### src/rtl/demux_1x8_deser_if.sv
// Bundle of signals between the serial source, the demux and the word consumer.
// The slave modport is the demux's view of the bundle. The master modport is the
// view of whoever drives the serial stream and consumes the word.
interface demux_1x8_deser_if #(
  parameter int LANES = 8,
  parameter int SEL_W = 3
);
  logic             D;
  logic             D_valid;
  logic             D_ready;
  logic             frame_start;
  logic [LANES-1:0] O;
  logic             O_valid;
  logic             O_ready;
  logic [SEL_W-1:0] S;
  logic             frame_err;

  modport slave (
    input  D, D_valid, frame_start, O_ready,
    output D_ready, O, O_valid, S, frame_err
  );

  modport master (
    output D, D_valid, frame_start, O_ready,
    input  D_ready, O, O_valid, S, frame_err
  );
endinterface

### src/rtl/demux_1x8_deser.sv
// Serial-to-parallel demux, the receive end of the 8:1 mux selection path.
// Each accepted bit is steered into the lane given by the slot counter S.
// After eight bits, the assembled word is presented on O with a valid/ready
// handshake. frame_start resynchronises the slot counter to slot 0.
module demux_1x8_deser #(
  parameter int LANES     = 8,
  parameter int SEL_W     = 3,
  parameter int LSB_FIRST = 1
) (
  input  logic                   clk,
  input  logic                   rst,
  demux_1x8_deser_if.slave       bus
);

  localparam logic [SEL_W-1:0] LAST = SEL_W'(LANES - 1);

  logic [SEL_W-1:0] s_q, s_d;
  logic [LANES-1:0] col_q, col_d;
  logic [LANES-1:0] o_q, o_d;
  logic             ov_q, ov_d;
  logic             ferr_q, ferr_d;
  logic             d_ready;
  logic             accept;

  // Slot-to-lane mapping. It mirrors the mux, or reverses it for MSB-first links.
  function automatic logic [SEL_W-1:0] lane_of(input logic [SEL_W-1:0] slot);
    if (LSB_FIRST != 0) return slot;
    else                return LAST - slot;
  endfunction

  // Only the word-completing bit can stall, because that bit needs O to be free.
  always_comb begin
    d_ready = !((s_q == LAST) && ov_q && !bus.O_ready);
  end

  assign accept = bus.D_valid && d_ready;

  // Next state. frame_start has priority over word completion. The output
  // handshake drains O_valid unless a new word loads at the same edge.
  always_comb begin
    s_d    = s_q;
    col_d  = col_q;
    o_d    = o_q;
    ov_d   = ov_q;
    ferr_d = 1'b0;
    if (ov_q && bus.O_ready) ov_d = 1'b0;
    if (bus.frame_start) begin
      ferr_d = (s_q != '0);
      col_d  = '0;
      s_d    = '0;
      if (accept) begin
        col_d[lane_of(SEL_W'(0))] = bus.D;
        s_d                       = SEL_W'(1);
      end
    end else if (accept) begin
      if (s_q == LAST) begin
        o_d                = col_q;
        o_d[lane_of(LAST)] = bus.D;
        ov_d               = 1'b1;
        col_d              = '0;
        s_d                = '0;
      end else begin
        col_d[lane_of(s_q)] = bus.D;
        s_d                 = s_q + SEL_W'(1);
      end
    end
  end

  // State registers. Reset clears the partial word and any presented word.
  always_ff @(posedge clk) begin
    if (rst) begin
      s_q    <= '0;
      col_q  <= '0;
      o_q    <= '0;
      ov_q   <= 1'b0;
      ferr_q <= 1'b0;
    end else begin
      s_q    <= s_d;
      col_q  <= col_d;
      o_q    <= o_d;
      ov_q   <= ov_d;
      ferr_q <= ferr_d;
    end
  end

  assign bus.D_ready   = d_ready;
  assign bus.O         = o_q;
  assign bus.O_valid   = ov_q;
  assign bus.S         = s_q;
  assign bus.frame_err = ferr_q;

endmodule

### src/flat_wrapper.sv
// flat-port wrapper written by rule: the top's interface ports become plain ports
module demux_1x8_deser_flat 
#(
  parameter int LANES     = 8,
  parameter int SEL_W     = 3,
  parameter int LSB_FIRST = 1
)
  (clk, rst, bus_D, bus_D_valid, bus_frame_start, bus_O_ready, bus_D_ready, bus_O, bus_O_valid, bus_S, bus_frame_err);
  demux_1x8_deser_if #(.LANES(LANES), .SEL_W(SEL_W)) bus_i ();
  input  logic clk;
  input  logic rst;
  input wire logic [$bits(bus_i.D)-1:0] bus_D;
  input wire logic [$bits(bus_i.D_valid)-1:0] bus_D_valid;
  input wire logic [$bits(bus_i.frame_start)-1:0] bus_frame_start;
  input wire logic [$bits(bus_i.O_ready)-1:0] bus_O_ready;
  output wire logic [$bits(bus_i.D_ready)-1:0] bus_D_ready;
  output wire logic [$bits(bus_i.O)-1:0] bus_O;
  output wire logic [$bits(bus_i.O_valid)-1:0] bus_O_valid;
  output wire logic [$bits(bus_i.S)-1:0] bus_S;
  output wire logic [$bits(bus_i.frame_err)-1:0] bus_frame_err;
  assign bus_i.D = bus_D;
  assign bus_i.D_valid = bus_D_valid;
  assign bus_i.frame_start = bus_frame_start;
  assign bus_i.O_ready = bus_O_ready;
  assign bus_D_ready = bus_i.D_ready;
  assign bus_O = bus_i.O;
  assign bus_O_valid = bus_i.O_valid;
  assign bus_S = bus_i.S;
  assign bus_frame_err = bus_i.frame_err;
  demux_1x8_deser #(.LANES(LANES), .SEL_W(SEL_W), .LSB_FIRST(LSB_FIRST)) u_core (.clk(clk), .rst(rst), .bus(bus_i));
endmodule
### config.mk
export PLATFORM = sky130hd
export DESIGN_NAME = demux_1x8_deser_flat
export DESIGN_NICKNAME = d
export VERILOG_FILES = /design/src/rtl/demux_1x8_deser_if.sv /design/src/rtl/demux_1x8_deser.sv /design/src/flat_wrapper.sv
export SDC_FILE = /design/constraint.sdc
export NUM_CORES = 1
export LEC_CHECK = 0
export CORE_ASPECT_RATIO = 1.4
export CORE_MARGIN = 5
export CORE_UTILIZATION = 40
export CTS_CLUSTER_DIAMETER = 50
export DETAILED_ROUTE_END_ITERATION = 16
export GPL_ROUTABILITY_DRIVEN = 0
export PLACE_DENSITY_LB_ADDON = 0.15
export SYNTH_ARGS = -nofsm -noshare
export SYNTH_HDL_FRONTEND = slang
export SYNTH_SLANG_ARGS = --single-unit
### constraint.sdc
create_clock -name clk -period 4.85 [get_ports clk]
set_input_delay 0.485 -clock clk [delete_from_list [all_inputs] [get_ports clk]]
set_output_delay 0.485 -clock clk [all_outputs]
set_load 0.02 [all_outputs]
### Yosys cells after proc, flatten, opt, wreduce, memory -nomap -nowiden

Index checks and enable logic that the tools add are counted.

| cells by class | value |
|---|---|
| multiplexer cells | 18 |
| equal/unequal tests | 1 |
| reduce and logical (&&, ||, !) cells | 12 |
| shift operators | 0 |
| div/mod/pow operators | 0 |
| $add $sub $neg | 1 |
| bitwise operators | 1 |
| $lt $le $gt $ge | 2 |
| multiply operators | 0 |

Operators by type and width:

| operator | number |
|---|---|
| $mux 3 | 6 |
| $mux 1 | 9 |
| $bwmux 8 | 1 |
| $mux 8 | 1 |
| $logic_and 1x1->1 | 5 |
| $lt 3x4->1 const B | 1 |
| $reduce_or 2->1 | 2 |
| $add 3x1->3 const B | 1 |
| $demux 1 s3 | 1 |
| $eq 3x3->1 const B | 1 |
| $ge 3x1->1 const B | 1 |
| $reduce_and 3->1 | 1 |
| $reduce_bool 3->1 | 1 |
| $logic_not 1->1 | 2 |
| $reduce_bool 2->1 | 1 |
| $not 1->1 | 1 |

| storage, ports and cells | value |
|---|---|
| bits in registers | 21 |
| input bits | 6 |
| latch bits | 0 |
| bits in read-only memories | 0 |
| memories | 0 |
| memory bits (writable) | 0 |
| word-level logic and storage cells | 41 |
| output and inout bits | 14 |

### Depth between registers and ports, before layout

| logic depth | value |
|---|---|
| depth after elaboration | 15 |
| mapped depth | 7 |
| mapped depth without buffers | 6 |

### Worst setup path after synthesis

No wires, ideal clock.

| timing path | value |
|---|---|
| path type | register -> output |
| start | reg u_core.s_q[0], in the netlist u_core.bus.S[0] |
| end | out bus_D_ready |
| arrival | 1.512 ns |
| data required time | 4.365 ns |
| cell stages (with the launch flop) | 6 |
| path slack | 2.853 ns |
| buffers on the path | 1 |
| path through | dfxtp_1 -> ha_1 -> ha_1 -> and3b_1 -> clkbuf_1 -> clkinv_1 |

| on the way | value |
|---|---|
| cells in the longest elaborated chain, start to end | 4 |

Ends and longest elaborated chain:

| what | line | source |
|---|---|---|
| start: declaration | demux_1x8_deser.sv:17 | `logic [SEL_W-1:0] s_q, s_d;` |
| start signal: assignment | demux_1x8_deser.sv:72 | `s_q <= '0;` |
| start signal: assignment | demux_1x8_deser.sv:78 | `s_q <= s_d;` |
| $eq 3x3->1 | demux_1x8_deser.sv:33 | `d_ready = !((s_q == LAST) && ov_q && !bus.O_ready);` |
| $logic_and 1x1->1 (2 in series) | demux_1x8_deser.sv:33 |  |
| $logic_not 1->1 | demux_1x8_deser.sv:33 |  |
| end: declaration | flat_wrapper.sv:16 | `output wire logic [$bits(bus_i.D_ready)-1:0] bus_D_ready;` |

No other way between the ends.

### Worst setup path in the final report

| timing path | value |
|---|---|
| start | reg u_core.s_q[1], in the netlist u_core.bus.S[1] |
| end | out bus_D_ready |

The elaborated chain is that of the path after synthesis.

==> impl_metrics.yaml <==
sta:
  grt_setup_unrepaired: "no"
  fin_crit_ns: 3.322
  finalCritPeriodShare_pct: 68.50
  finalSetupTns_ns: 0
  setup_viol: 0
  final.setup.worst_slack_ns: 1.528
  drv_slew: 0
  maxSlewHeadroom_pct: 65.23
  fmax_mhz: 301.0
  skew_ns: 0.008121
  worst_slew_pin_slew_ns: 0.5204
  hold_viol: 0
die:
  fp.dieArea_sq_um: 3782
  num_io_pins: 20
  dieHeight_um: 70.80
  initial_core_util_pct: 40.81
  core_area_sq_um: 2587
  die_w_um: 53.43
  row_count: 22
final_layout:
  nets: 144
  area_growth_pct: 18.84
  layoutNonFillerInstCount: 170
  seq_area_sq_um: 400.4
  diodes: 0
  fillers: 270
  drive_gt1_share_pct: 6.716
  utilization_pct: 48.50
  multi_input_area_sq_um: 560.5
clock_tree:
  insertion_delay_ns: 0.31
  cts.clk_slew.worst_paths_ns: 0.11
  cts_buffers: 3
  cts_resized: 0
  clk_path_buf_depth: 2
  cts-htree-levels: 1
  cts_tree: "built"
  cts.sinks: 20
  clk_root_buffer_cell: "clkbuf_4"
  holdBufCountCts: 0
  cts_setup_buffers: 0
logic_synthesis:
  yosysUniqueCellTypes: 36
  ys_seq_area_share_pct: 37.91
  synth_edf_count: 0
  ys_ff_latch: 20
  synth_cells: 123
  yosysWarnings: 0
  synth_flop_cell: "dfxtp_1"
  syn_nets: 132
  synth_area_sq_um: 1056
  synthArstFlopShare_pct: 0
  avgSynthCellArea_sq_um: 8.585
routing:
  wl_um: 2345
  drc: 0
  drt-wirelength-per-cell_um: 13.79
  viasPerCell: 5.388
  first_iter_violations: 19
  drtPass1Iterations: 4
  ant_nets: 0
  via_count: 916
setup_path:
  cp_common_cell: "ha_1"
  slowest_delay_ns: 0.60
  r2r_start: "u_core.bus.S[1]"
  worstPathMaxFanout: 15
  crit_slowest_cell: "clkdlybuf4s50_1"
  start_kind: "register"
  critPathTopFamily: "buffers and inverters"
  worstPathArrival_ns: 2.84
  cp.depth: 5
  worstSetupPathType: "register to primary output"
  cp-end-kind: "primary output"
  required_ns: 4.37
  critPathLaunch: "u_core.bus.S[1]"
  path_cells: "ha_1, ha_1, and3b_1, clkinv_1, clkdlybuf4s50_1"
  critPathBufInv: 2
  worst_r2r_path_depth: 6
power:
  ir_worst_vdd_v: 0.0001288
  p_leak_nw: 0.4369
  pwr_density_cell_nw_per_um2: 234.3
hold_path:
  holdPathStages: 2
  hp-start: "u_core.bus.O[6]"
  hold_path_class: "register to register"
placed_design:
  dpl.cell_count: 166
  dp_slack_ns: 1.914
  portBuffers: 19
  dp_hpwl_um: 1751
global_routing:
  grt_pass1_wl_um: 3939
  grt_use_total_pct: 13.80
  grt_max_degree: 16
  grt_pass1_vias: 842
  antenna_found_initial: 0
  overflow: 0
status:
  outcome: "finished, final reports clean"
job:
  cap_violations: 0
[sequential cells by signal, summed over array words and instances, names as in the netlist]
name / cells
u_core.bus.O: 8
u_core.col_q: 7
u_core.bus.S: 3
u_core.bus.O_valid: 1
u_core.bus.frame_err: 1
[per-stage QoR]
step | instance area [sq um] | hold slack, ns | power [W]
final | 1255 | 0.4798 | 0.0002941
after global routing | 1255 | 0.4969 | 0.0003081
after CTS | 1255 | 0.4829 | 0.0002970
after detailed placement | 1219 | 0.4666 | 0.0001990
after global placement | 1219 | 0.4522 | 0.0001988
after floorplan | 1056 | 0.4382 | 0.0001907
[layer usage]
layer | track usage [%] | part of all wire (%) | wire, um | up-vias
li1 | - | - | - | 468
met1 | 19.17 | 45 | 1054 | 420
met2 | 21.15 | 50 | 1167 | 23
met3 | 2.105 | 3.7 | 87 | 5
met4 | 5.114 | 1.5 | 35 | 0
met5 | 0 | 0 | 0 | -
[cell families after synthesis]
logic type	count (synthesis)	share of synthesized area (%)
compound gates	39	22.16
fa+ha+maj	3	3.555
buf+inv	18	9.004
flops	20	37.91
mux	4	3.792
simple gates	39	23.58
[layout by cell type (no fill, tap or decap), drive strengths merged, types with 2 or more instances in the layout]
cell and count:
a21oi 15, a32o 2, and3b 4, clkbuf 4, clkdlybuf4s50 19, dfxtp 20
ha 3, inv 5, mux2i 4, nand2 3, nand2b 2, nand3 11
nand3b 2, nor2 2, nor2b 4, nor3b 3, o211ai 4, o21ai 13
or2 2
[final cells by class]
| cell class | instances | area share [%] |
|---|---|---|
| clock buffer | 4 | 2.891 |
| tap | 36 | 3.589 |
| multi-input combinational | 85 | 44.67 |
| sequential | 20 | 31.90 |
| timing repair buffer | 19 | 15.15 |
| inverter | 6 | 1.795 |
[power breakdown]
part           switching, W  total [W]  internal [W]
logic             0.0000138  0.0000264     0.0000127
registers        0.00000279   0.000169      0.000166
clock network     0.0000529  0.0000987     0.0000458
total             0.0000695   0.000294      0.000225
[path summary, 6_finish.rpt]
| kind | to | slack (ns) |
|---|---|---|
| worst min-delay path | u_core.bus.O[6] | 0.48 |
| worst max register to register | u_core.col_q[3] | 2.48 |
| worst max-delay path | bus_D_ready | 1.53 |
| worst min register to register | u_core.bus.O[6] | 0.48 |
[tightest hold or removal path, delay by kind of cell (launching register included)]
family / cells / cell delay (ns)
compound gates: 2 / 0.12
flops: 1 / 0.32
[cells in the mapped netlist (all sizes together), types with 2 or more instances]
master,n,area (sq um)
o211ai,4,30.03
nor3b,3,22.52
and3b,4,36.29
inv,5,18.77
nand3b,2,15.01
nand3,11,55.05
nand2,3,11.26
dfxtp,20,400.4
nand2b,2,12.51
ha,3,37.54
nor2,2,7.510
or2,2,12.52
a21oi,15,75.07
o21ai,13,65.06
a32o,2,20.02
nor2b,4,25.02
clkbuf,8,35.03
mux2i,4,40.04
buf,4,37.53
Note: power is estimated with default switching activity, not from simulation.
